**src/rtl/regfile_pkg.sv**
```systemverilog
// Shared constants and types for the scoreboarded register file.
package regfile_pkg;

  localparam int DEF_DATA_W = 8;
  localparam int DEF_ADDR_W = 2;

  typedef logic [DEF_ADDR_W-1:0] reg_addr_t;
  typedef logic [DEF_DATA_W-1:0] reg_data_t;

endpackage

```
**src/rtl/regfile_scoreboard_if.sv**
```systemverilog
// Decode / writeback bus of the scoreboarded register file.
// master: pipeline side (drives addresses, reservations, writebacks).
// slave : register file side (returns operands, busy flags, ack, error).
interface regfile_scoreboard_if
  import regfile_pkg::*;
#(
  parameter int DATA_W = DEF_DATA_W,
  parameter int ADDR_W = DEF_ADDR_W
);

  logic [ADDR_W-1:0] rd_addr1;
  logic [ADDR_W-1:0] rd_addr2;
  logic [DATA_W-1:0] rd_data1;
  logic [DATA_W-1:0] rd_data2;
  logic              rd_busy1;
  logic              rd_busy2;
  logic              rsv_en;
  logic [ADDR_W-1:0] rsv_addr;
  logic              rsv_ack;
  logic              wr_en;
  logic [ADDR_W-1:0] wr_addr;
  logic [DATA_W-1:0] wr_data;
  logic              wr_err;

  modport master (
    output rd_addr1, rd_addr2, rsv_en, rsv_addr, wr_en, wr_addr, wr_data,
    input  rd_data1, rd_data2, rd_busy1, rd_busy2, rsv_ack, wr_err
  );

  modport slave (
    input  rd_addr1, rd_addr2, rsv_en, rsv_addr, wr_en, wr_addr, wr_data,
    output rd_data1, rd_data2, rd_busy1, rd_busy2, rsv_ack, wr_err
  );

endinterface

```
**src/rtl/regfile_busy_table.sv**
```systemverilog
// Pending-write scoreboard: one busy bit per register, reservation
// acknowledge, and the sticky error for writebacks to idle registers.
// A same-cycle release makes a register reservable, and a reservation
// overrides a release to the same register.
module regfile_busy_table
  import regfile_pkg::*;
#(
  parameter int ADDR_W   = DEF_ADDR_W,
  parameter bit ZERO_REG = 1'b0
)(
  input  logic                 clk,
  input  logic                 reset,
  input  logic                 rsv_en,
  input  logic [ADDR_W-1:0]    rsv_addr,
  input  logic                 wr_en,
  input  logic [ADDR_W-1:0]    wr_addr,
  output logic [2**ADDR_W-1:0] busy,
  output logic                 rsv_ack,
  output logic                 wr_err
);

  localparam int DEPTH = 2**ADDR_W;

  logic [DEPTH-1:0] busy_r;
  logic [DEPTH-1:0] busy_nxt_s;
  logic             wr_err_r;
  logic             wr_err_nxt_s;
  logic             rsv_ack_s;
  logic             zero_rsv_s;
  logic             zero_wr_s;

  // Register 0 is hard-wired when ZERO_REG is set: its traffic is ignored.
  assign zero_rsv_s = ZERO_REG && (rsv_addr == {ADDR_W{1'b0}});
  assign zero_wr_s  = ZERO_REG && (wr_addr == {ADDR_W{1'b0}});

  // Acknowledge a reservation when the target is free or released this cycle.
  always_comb begin
    rsv_ack_s = 1'b0;
    if (!rsv_en) begin
      rsv_ack_s = 1'b0;
    end else if (zero_rsv_s) begin
      rsv_ack_s = 1'b1;
    end else if (!busy_r[rsv_addr] || (wr_en && (wr_addr == rsv_addr))) begin
      rsv_ack_s = 1'b1;
    end else begin
      rsv_ack_s = 1'b0;
    end
  end

  // Next busy vector and error flag: release first, then reservation wins.
  always_comb begin
    busy_nxt_s   = busy_r;
    wr_err_nxt_s = wr_err_r;
    if (wr_en && !zero_wr_s) begin
      busy_nxt_s[wr_addr] = 1'b0;
      wr_err_nxt_s        = wr_err_r | ~busy_r[wr_addr];
    end else begin
      wr_err_nxt_s = wr_err_r;
    end
    busy_nxt_s[rsv_addr] = busy_nxt_s[rsv_addr] | (rsv_ack_s & ~zero_rsv_s);
  end

  // Scoreboard state, cleared asynchronously.
  always_ff @(posedge clk or posedge reset) begin
    if (reset) begin
      busy_r   <= {DEPTH{1'b0}};
      wr_err_r <= 1'b0;
    end else begin
      busy_r   <= busy_nxt_s;
      wr_err_r <= wr_err_nxt_s;
    end
  end

  assign busy    = busy_r;
  assign rsv_ack = rsv_ack_s;
  assign wr_err  = wr_err_r;

endmodule

```
**src/rtl/regfile_scoreboard.sv**
```systemverilog
// Two-read-port register file with a per-register pending-write scoreboard.
// Holds the data array and read muxing; busy bits live in regfile_busy_table.
// Optional macro REGFILE_BYPASS_EN forwards a same-cycle writeback to the
// read ports (data and a cleared busy flag).
module regfile_scoreboard
  import regfile_pkg::*;
#(
  parameter int DATA_W   = DEF_DATA_W,
  parameter int ADDR_W   = DEF_ADDR_W,
  parameter bit ZERO_REG = 1'b0
)(
  input logic                  clk,
  input logic                  reset,
  regfile_scoreboard_if.slave  bus
);

  localparam int DEPTH = 2**ADDR_W;

  logic [DATA_W-1:0] data_r [DEPTH];
  logic [DEPTH-1:0]  busy_s;
  logic              wr_live_s;
  logic [DATA_W-1:0] rd_data1_s;
  logic [DATA_W-1:0] rd_data2_s;
  logic              rd_busy1_s;
  logic              rd_busy2_s;
  logic              zero_rd1_s;
  logic              zero_rd2_s;

  regfile_busy_table #(
    .ADDR_W   (ADDR_W),
    .ZERO_REG (ZERO_REG)
  ) u_busy (
    .clk      (clk),
    .reset    (reset),
    .rsv_en   (bus.rsv_en),
    .rsv_addr (bus.rsv_addr),
    .wr_en    (bus.wr_en),
    .wr_addr  (bus.wr_addr),
    .busy     (busy_s),
    .rsv_ack  (bus.rsv_ack),
    .wr_err   (bus.wr_err)
  );

  // Writes to a hard-wired register 0 are dropped.
  assign wr_live_s  = bus.wr_en && !(ZERO_REG && (bus.wr_addr == {ADDR_W{1'b0}}));
  assign zero_rd1_s = ZERO_REG && (bus.rd_addr1 == {ADDR_W{1'b0}});
  assign zero_rd2_s = ZERO_REG && (bus.rd_addr2 == {ADDR_W{1'b0}});

  // Data array, cleared asynchronously.
  always_ff @(posedge clk or posedge reset) begin
    if (reset) begin
      for (int i = 0; i < DEPTH; i++) begin
        data_r[i] <= {DATA_W{1'b0}};
      end
    end else if (wr_live_s) begin
      data_r[bus.wr_addr] <= bus.wr_data;
    end
  end

  // Read port 1: zero register, optional writeback bypass, else array.
  always_comb begin
    rd_data1_s = data_r[bus.rd_addr1];
    rd_busy1_s = busy_s[bus.rd_addr1];
    if (zero_rd1_s) begin
      rd_data1_s = {DATA_W{1'b0}};
      rd_busy1_s = 1'b0;
    end
`ifdef REGFILE_BYPASS_EN
    else if (wr_live_s && (bus.wr_addr == bus.rd_addr1)) begin
      rd_data1_s = bus.wr_data;
      rd_busy1_s = 1'b0;
    end
`endif
    else begin
      rd_data1_s = data_r[bus.rd_addr1];
      rd_busy1_s = busy_s[bus.rd_addr1];
    end
  end

  // Read port 2: zero register, optional writeback bypass, else array.
  always_comb begin
    rd_data2_s = data_r[bus.rd_addr2];
    rd_busy2_s = busy_s[bus.rd_addr2];
    if (zero_rd2_s) begin
      rd_data2_s = {DATA_W{1'b0}};
      rd_busy2_s = 1'b0;
    end
`ifdef REGFILE_BYPASS_EN
    else if (wr_live_s && (bus.wr_addr == bus.rd_addr2)) begin
      rd_data2_s = bus.wr_data;
      rd_busy2_s = 1'b0;
    end
`endif
    else begin
      rd_data2_s = data_r[bus.rd_addr2];
      rd_busy2_s = busy_s[bus.rd_addr2];
    end
  end

  assign bus.rd_data1 = rd_data1_s;
  assign bus.rd_data2 = rd_data2_s;
  assign bus.rd_busy1 = rd_busy1_s;
  assign bus.rd_busy2 = rd_busy2_s;

endmodule

```
**src/flat_wrapper.sv**
```systemverilog
// flat-port wrapper written by rule: the top's interface ports become plain ports
module regfile_scoreboard_flat import regfile_pkg::*;
#(
  parameter int DATA_W   = DEF_DATA_W,
  parameter int ADDR_W   = DEF_ADDR_W,
  parameter bit ZERO_REG = 1'b0
)
  (clk, reset, bus_rd_addr1, bus_rd_addr2, bus_rsv_en, bus_rsv_addr, bus_wr_en, bus_wr_addr, bus_wr_data, bus_rd_data1, bus_rd_data2, bus_rd_busy1, bus_rd_busy2, bus_rsv_ack, bus_wr_err);
  regfile_scoreboard_if #(.DATA_W(DATA_W), .ADDR_W(ADDR_W)) bus_i ();
  input logic clk;
  input logic reset;
  input wire logic [$bits(bus_i.rd_addr1)-1:0] bus_rd_addr1;
  input wire logic [$bits(bus_i.rd_addr2)-1:0] bus_rd_addr2;
  input wire logic [$bits(bus_i.rsv_en)-1:0] bus_rsv_en;
  input wire logic [$bits(bus_i.rsv_addr)-1:0] bus_rsv_addr;
  input wire logic [$bits(bus_i.wr_en)-1:0] bus_wr_en;
  input wire logic [$bits(bus_i.wr_addr)-1:0] bus_wr_addr;
  input wire logic [$bits(bus_i.wr_data)-1:0] bus_wr_data;
  output wire logic [$bits(bus_i.rd_data1)-1:0] bus_rd_data1;
  output wire logic [$bits(bus_i.rd_data2)-1:0] bus_rd_data2;
  output wire logic [$bits(bus_i.rd_busy1)-1:0] bus_rd_busy1;
  output wire logic [$bits(bus_i.rd_busy2)-1:0] bus_rd_busy2;
  output wire logic [$bits(bus_i.rsv_ack)-1:0] bus_rsv_ack;
  output wire logic [$bits(bus_i.wr_err)-1:0] bus_wr_err;
  assign bus_i.rd_addr1 = bus_rd_addr1;
  assign bus_i.rd_addr2 = bus_rd_addr2;
  assign bus_i.rsv_en = bus_rsv_en;
  assign bus_i.rsv_addr = bus_rsv_addr;
  assign bus_i.wr_en = bus_wr_en;
  assign bus_i.wr_addr = bus_wr_addr;
  assign bus_i.wr_data = bus_wr_data;
  assign bus_rd_data1 = bus_i.rd_data1;
  assign bus_rd_data2 = bus_i.rd_data2;
  assign bus_rd_busy1 = bus_i.rd_busy1;
  assign bus_rd_busy2 = bus_i.rd_busy2;
  assign bus_rsv_ack = bus_i.rsv_ack;
  assign bus_wr_err = bus_i.wr_err;
  regfile_scoreboard #(.DATA_W(DATA_W), .ADDR_W(ADDR_W), .ZERO_REG(ZERO_REG)) u_core (.clk(clk), .reset(reset), .bus(bus_i));
endmodule
```
**config.mk**
```make
export PLATFORM = sky130hd
export DESIGN_NAME = regfile_scoreboard_flat
export DESIGN_NICKNAME = d
export VERILOG_FILES = /design/src/rtl/regfile_pkg.sv /design/src/rtl/regfile_scoreboard_if.sv /design/src/rtl/regfile_busy_table.sv /design/src/rtl/regfile_scoreboard.sv /design/src/flat_wrapper.sv
export SDC_FILE = /design/constraint.sdc
export NUM_CORES = 1
export LEC_CHECK = 0
export ABC_AREA = 1
export CELL_PAD_IN_SITES_DETAIL_PLACEMENT = 0
export CELL_PAD_IN_SITES_GLOBAL_PLACEMENT = 1
export CORE_MARGIN = 5
export CORE_UTILIZATION = 34
export CTS_BUF_LIST = sky130_fd_sc_hd__clkbuf_8
export CTS_CLUSTER_DIAMETER = 100
export DETAILED_ROUTE_END_ITERATION = 8
export HOLD_SLACK_MARGIN = 0.15
export PLACE_DENSITY = 0.77
export SYNTH_ARGS = -nofsm -noshare
export SYNTH_HDL_FRONTEND = slang
export SYNTH_SLANG_ARGS = --single-unit
```
**constraint.sdc**
```tcl
create_clock -name clk -period 1 [get_ports clk]
set_input_delay 0.15 -clock clk [delete_from_list [all_inputs] [get_ports clk]]
set_output_delay 0.15 -clock clk [all_outputs]
set_load 0.01 [all_outputs]
```
==> flow_summary.yaml, run 1 <==
floorplanning:
  dieWidth_um: 86.3
  fp-row-count: 27
  dieArea_um2: 7450
  start_util_pct: 35.5
  ios: 40
  coreArea_um2: 5570
  fp.dieH_um: 86.3
yosys:
  muxShareOfSynthArea_pct: 0
  synth_top_cell_area_share_pct: 46.7
  synth-xor-area-share_pct: 0
  netlist_area_um2: 1980
  synth-compound-area-share_pct: 24.6
  synth_seq_cells: 37
  synth_top_family_by_area: "compound AO/OA/AOI/OAI gates"
  synth.distinct_cells: 15
  synth_area_leader_cell: "dfrtp_1"
  yosysWarnings: 0
  synth_area_per_cell_um2: 7.34
  synth_seq_area_share_pct: 46.7
  synth_cells: 270
  yosys.area_share.simple_pct: 21.0
  synthAdderAreaFrac_pct: 0
  netlist_top_cells_area: "dfrtp_1, o21ai_0, nand2_1"
  synth_fp_nets: 290
cts:
  htree_num_levels: 2
  cts_buffers: 5
  cts.sinks: 37
  cts.clk_slew.worst_paths_ns: 0.07
  insertion_delay_ns: 0.28
  tritoncts: "built"
  ctsRootBufferMaster: "clkbuf_8"
  clockBufferDepth: 2
place:
  gp_congestion: 0.860
  dp_hpwl_um: 4170
  dp_worst_setup_slack_ns: -0.876
  portBuffers: 39
  placed_cells: 406
timing:
  slew_headroom_pct: 84.4
  layout_min_cycle_time_ns: 1.34
  setup_viol: 24
  slew_viol_final: 0
  rsz0062_at_grt: "true"
  fmax_mhz: 746
  postLayoutSetupSlackWorst_ns: -0.340
  worstMarginPinSlew_ns: 0.234
  hold_viol: 0
  fin_crit_sh_pct: 134
  finClkSkew_ns: 0.00543
critical_path:
  cp.required_ns: 0.85
  path_buf_inv: 2
  end_kind: "primary output"
  arrival_ns: 1.19
  crit_slowest_cell: "dfrtp_1"
  startpoint_type: "flip-flop"
  cpPeakStageDelay_ns: 0.38
  cp_cell_sequence: "inv_2 -> a21oi_2 -> o21ai_1 -> o21ai_1 -> buf_2"
  path_delay_family: "flip-flops"
  cpMostUsedCell: "o21ai_1"
  worst-setup-path-type: "flip-flop to primary output"
  crit_fanout: 3
pwr:
  seqPwrFrac_pct: 46.1
  p_per_area_nw_per_um2: 1420
  p_sw_mw: 1.38
  leakage_nw: 1.49
  irDropWorstVdd_v: 0.000954
  pwr-share-clk_pct: 22.9
  p_int_mw: 2.85
  comb_power_share_pct: 31.0
  switching_share_pct: 32.6
job:
  maxCapViolations: 0
grt:
  grt_pass1_vias: 2006
  grt_pass1_wl_um: 10300
  track_usage_pct: 17.4
  grt.overflow.total: 0
  antenna_found_initial: 0
  grt_max_degree: 38
routing:
  route.final.wire_length_um: 6340
  drt.antenna.violating_nets: 0
  via_per_inst: 5.08
  initialDrtViolationCount: 143
  drc: 0
  wire_per_inst_um: 14.8
  dr.pass1.iters: 5
  vias: 2173
final_layout:
  n_antenna_cell: 0
  drive_gt1_share_pct: 31.7
  fillers: 558
  nets: 377
  layoutNonFillerInstCount: 428
  synthToLayoutAreaGrowth_pct: 50.8
run_status:
  status: "finished, violations left"
  violations: "negative setup slack"
hold_path:
  hp-class: "primary input to asynchronous set/reset pin"
cells in the final DEF, fill, tap and decap left out:
cell	netlist	layout
nand3_4	0	2
a21boi_1	0	1
nand2_2	0	3
clkbuf_2	0	1
o21ai_2	0	11
nand2_1	65	62
a21oi_2	0	3
inv_4	0	3
nor2_2	0	4
inv_2	0	5
o21ai_0	71	34
clkdlybuf4s15_1	0	2
dlygate4sd2_1	0	6
buf_2	4	20
clkinv_2	0	1
inv_1	21	15
bufbuf_16	0	2
dfrtp_1	37	37
buf_6	2	10
o22ai_2	0	3
a31o_2	1	1
clkbuf_8	0	5
nor2_1	34	30
o21ai_1	0	26
clkinvlp_4	0	1
buf_12	0	3
o22ai_1	16	13
clkdlybuf4s50_1	0	10
nand3_1	9	7
buf_4	2	35
worst register-to-register path, stage by stage, from the launching register on:
cell,delay [ns]
dfrtp_1,0.38
inv_2,0.07
buf_4,0.13
buf_6,0.10
o21ai_2,0.09
nand2_1,0.06
a31o_2,0.19
through the flow:
stage	total power, mW	TNS [ns]	hold WS [ns]	util, %	instance area [um^2]
6_report	4.23	-4.85	0.209	53.6	2990
5_1_grt	4.49	-6.37	0.252	53.6	2990
4_1_cts	4.13	-4.83	0.212	51.1	2850
3_5_place_dp	3.14	-28.69	0.482	48.6	2710
3_3_place_gp	3.12	-28.33	0.460	48.6	2710
2_1_floorplan	2.49	0	0.313	-	2000
sequential cells by signal, summed over array words and instances, names as in the netlist:
signal,flops
u_core.data_r,32
u_core.u_busy.busy,4
u_core.u_busy.wr_err,1
cells in the mapped netlist:
cell type,n
o21ai_0,71
nand2_1,65
dfrtp_1,37
nor2_1,34
inv_1,21
o22ai_1,16
nand3_1,9
buf_2,4
a21oi_1,3
buf_4,2
buf_6,2
clkbuf_1,2
clkinv_1,2
a21boi_0,1
a31o_2,1
what timing repair did:
item | CTS | global route
pin swaps | 25 | 22
hold buffers | 0 | 0
buffers inserted | 5 | 8
gates cloned | 3 | 0
endpoints found under the setup margin | 57 | 34
gates resized for setup | 149 | 26
hold endpoints to repair | 0 | 0
routing by layer:
metal	part of all wire (%)	up-vias	wire (um)	track usage (%)
met5	0	-	0	0
met4	0.54	0	34	4.11
met3	4.7	4	300	2.85
met2	49	57	3080	28.6
met1	46	1033	2930	23.9
li1	-	1079	-	-
kinds of logic after synthesis:
kind of cell | Yosys count
DFF | 37
buffers and inverters | 33
and+or+nand+nor | 108
AOI/OAI and AO/OA | 92
area by class of cell:
type	instances	area, um^2	area share, %
Clock buffer	5	68.8	2.30
Clock inverter	1	5.00	0.168
Sequential cell	37	926	31.0
Tap cell	72	90.1	3.02
Timing Repair Buffer	89	778	26.1
Inverter	23	93.8	3.14
Multi-Input combinational cell	200	1020	34.1
Timing Repair inverter	1	7.51	0.251
power by group through the flow:
stage / clock (mW) / combinational [mW] / sequential, mW
2_1_floorplan: 0 / 0.603 / 1.88
3_3_place_gp: 0 / 1.17 / 1.94
3_5_place_dp: 0 / 1.19 / 1.95
4_1_cts: 0.996 / 1.21 / 1.93
5_1_grt: 1.05 / 1.47 / 1.97
6_report: 0.967 / 1.31 / 1.95
worst paths after layout:
| kind | cells past startpoint | startpoint | end | slack [ns] |
|---|---|---|---|---|
| min in group clk | 3 | bus_wr_en | u_core.u_busy.wr_err$_DFFE_PP0P_ | 0.41 |
| max reg2reg | 6 | u_core.u_busy.busy[2]$_DFF_PP0_ | u_core.u_busy.wr_err$_DFFE_PP0P_ | -0.13 |
| min reg2reg | 2 | u_core.data_r[24]$_DFFE_PP0P_ | u_core.data_r[24]$_DFFE_PP0P_ | 0.52 |
| min | 3 | reset | u_core.data_r[0]$_DFFE_PP0P_ | 0.21 |
| max in group asynchronous | 3 | reset | u_core.u_busy.busy[1]$_DFF_PP0_ | 0.60 |
| max | 5 | u_core.u_busy.busy[2]$_DFF_PP0_ | bus_rd_busy1 | -0.34 |
No activity file was read; power rests on OpenSTA's default activity.
==> run 2: changes to the inputs <==
CORE_UTILIZATION = 38   (was 34)
CTS_CLUSTER_DIAMETER = 200   (was 100)
DONT_BUFFER_PORTS = 1   (was default)
PLACE_DENSITY = 0.71   (was 0.77)
==> run 2 against run 1 <==
  * The flow still finishes with violations (negative setup slack)
  * Utilization increased by 2.3 points
  * Critical path depth unchanged
  * First-iteration DRC count decreased by 20%
  * Sequential share of layout area increased by 1.6 points
==> flow_summary.yaml, run 2 (synthesized netlist as in run 1, its figures left out) <==
run_status:
  status: "finished, violations left"
  violations: "negative setup slack"
final_layout:
  top_register: "u_core.data_r"
  drive_gt1_share_pct: 32.4
  final_common_cell: "nand2_1"
  most-common-layout-cells: "nand2_1, buf_4, dfrtp_1"
  largest_reg_flops: 32
  multiInputGateArea_um2: 1120
  synthToLayoutAreaGrowth_pct: 43.3
  seq_area_um2: 926
  nets: 351
  n_antenna_cell: 0
  finalInstanceArea_um2: 2840
  fillers: 514
place:
  portBuffers: 0
  dp_hpwl_um: 3850
  gp_congestion: 0.800
  dp_worst_setup_slack_ns: -0.0389
  place_area_um2: 2260
floorplanning:
  start_util_pct: 39.0
  coreArea_um2: 5070
  fp-row-count: 26
  dieWidth_um: 82.2
  ios: 40
  fp.dieH_um: 82.2
  dieArea_um2: 6760
job:
  maxCapViolations: 0
cts:
  cts.clk_slew.worst_paths_ns: 0.07
  insertion_delay_ns: 0.29
  clockBufferDepth: 2
  cts.sinks: 37
  ctsRootBufferMaster: "clkbuf_8"
  cts_buffers: 5
  tritoncts: "built"
  htree_num_levels: 2
critical_path:
  cpPeakStageDelay_ns: 0.39
  end_kind: "primary output"
  arrival_ns: 1.16
  reg2reg_slack_ns: -0.18
  reg2regPathDepth: 9
  cpMostUsedCell: "o21ai_2"
  crit_slowest_cell: "dfrtp_1"
  crit_fanout: 3
  startpoint_type: "flip-flop"
  timing.rr.start: "u_core.u_busy.busy[0]$_DFF_PP0_"
  timing.rr.end: "u_core.u_busy.busy[1]$_DFF_PP0_"
  worst-setup-path-type: "flip-flop to primary output"
  cp_cell_sequence: "inv_2 -> a21oi_2 -> o21ai_2 -> o21ai_2 -> buf_4"
  cp.required_ns: 0.85
timing:
  fmax_mhz: 763
  holdWs_ns: 0.159
  postLayoutSetupSlackWorst_ns: -0.310
  slew_viol_final: 0
  slew_headroom_pct: 83.0
  setup_viol: 24
  fin_crit_sh_pct: 131
  hold_viol: 0
  rsz0062_at_grt: "true"
  layout_min_cycle_time_ns: 1.31
  worstMarginPinSlew_ns: 0.255
  fin_setup_tns_ns: -4.21
  finClkSkew_ns: 0.000217
pwr:
  p_sw_mw: 1.35
  seqPwrFrac_pct: 47.0
  pwr-share-clk_pct: 23.2
  switching_share_pct: 32.4
  comb_power_share_pct: 29.8
  total_power_mw: 4.17
  p_int_mw: 2.82
  leakage_nw: 1.38
  irDropWorstVdd_v: 0.000782
  p_per_area_nw_per_um2: 1470
grt:
  grt_pass1_wl_um: 9800
  track_usage_pct: 19.3
  antenna_found_initial: 0
  grt_pass1_vias: 1975
  grt_max_degree: 38
  grt.overflow.total: 0
routing:
  drt.antenna.violating_nets: 0
  vias: 2020
  route.final.wire_length_um: 6250
  initialDrtViolationCount: 114
  wire_per_inst_um: 15.6
  dr.pass1.iters: 4
  drc: 0
  via_per_inst: 5.05
hold_path:
  hp-class: "primary input to flip-flop"
  min_to: "u_core.u_busy.wr_err$_DFFE_PP0P_"
  hold_start: "bus_wr_addr[1]"
  holdPathStages: 3
[run 2: changes by cell type in the layout (fill, tap and decap cells not counted), sizes merged, moves of 6 or more]
cell,previous run,this run
buf,68,50
clkdlybuf4s50,10,0
dlygate4sd3,0,12
dlygate4sd2,6,0
[run 2: what timing repair did]
action,4_1_cts,5_1_grt
hold buffers,14,0
endpoints found under the hold margin,74,0
buffers inserted,7,12
pin swaps,40,18
cloned,0,1
resized for setup,54,38
setup endpoints to repair,24,32
[run 2: layout make-up]
| cell class | count | area share (%) |
|---|---|---|
| Tap cell | 70 | 3.09 |
| Inverter | 23 | 3.13 |
| Multi-Input combinational cell | 200 | 39.3 |
| Clock inverter | 1 | 0.176 |
| Timing Repair Buffer | 64 | 19.2 |
| Sequential cell | 37 | 32.6 |
| Clock buffer | 5 | 2.43 |
[run 2: worst max path at each step]
stage	from	endpoint	slack, ns
global placement	u_core.u_busy.busy[2]$_DFF_PP0_	u_core.u_busy.wr_err$_DFFE_PP0P_	-0.04
floorplan	reset	u_core.data_r[0]$_DFFE_PP0P_	0.02
detailed placement	u_core.u_busy.busy[1]$_DFF_PP0_	u_core.u_busy.busy[1]$_DFF_PP0_	-0.04
global route	u_core.u_busy.busy[1]$_DFF_PP0_	bus_rsv_ack	-0.37
finish	u_core.u_busy.busy[2]$_DFF_PP0_	bus_rd_busy2	-0.31
CTS	u_core.u_busy.busy[2]$_DFF_PP0_	bus_rd_busy2	-0.32
[run 2: stage by stage]
step | utilization, % | instances
after floorplan | - | 270
after global placement | 44.6 | 361
after detailed placement | 44.6 | 361
after CTS | 51.8 | 387
after global routing | 55.9 | 400
final | 55.9 | 400
[run 2: worst max-delay path, delay by kind of cell, from the launching register on]
kind / cells / cell delay [ns]
compound gates: 3 / 0.27
buf+inv: 2 / 0.21
flops: 1 / 0.39
[run 2: power groups by stage]
stage / combinational (mW) / clock, mW / sequential, mW
floorplan: 0.603 / 0 / 1.88
global placement: 0.858 / 0 / 1.93
detailed placement: 0.871 / 0 / 1.94
CTS: 1.06 / 1.01 / 1.93
global route: 1.38 / 1.08 / 1.98
finish: 1.24 / 0.965 / 1.96
[run 2: metal layers]
layer	global-route usage (%)	vias to the layer above	wire [um]
met1	25.1	950	2860
met5	0	-	0
met2	31.9	39	3040
li1	-	1024	-
met4	5.81	0	76
met3	4.45	7	276
==> run 3: changes to the inputs <==
SLEW_MARGIN = 0   (was default)
==> results of run 3 <==
Same layout as run 2: the final DEF is identical, and so are final timing and power.
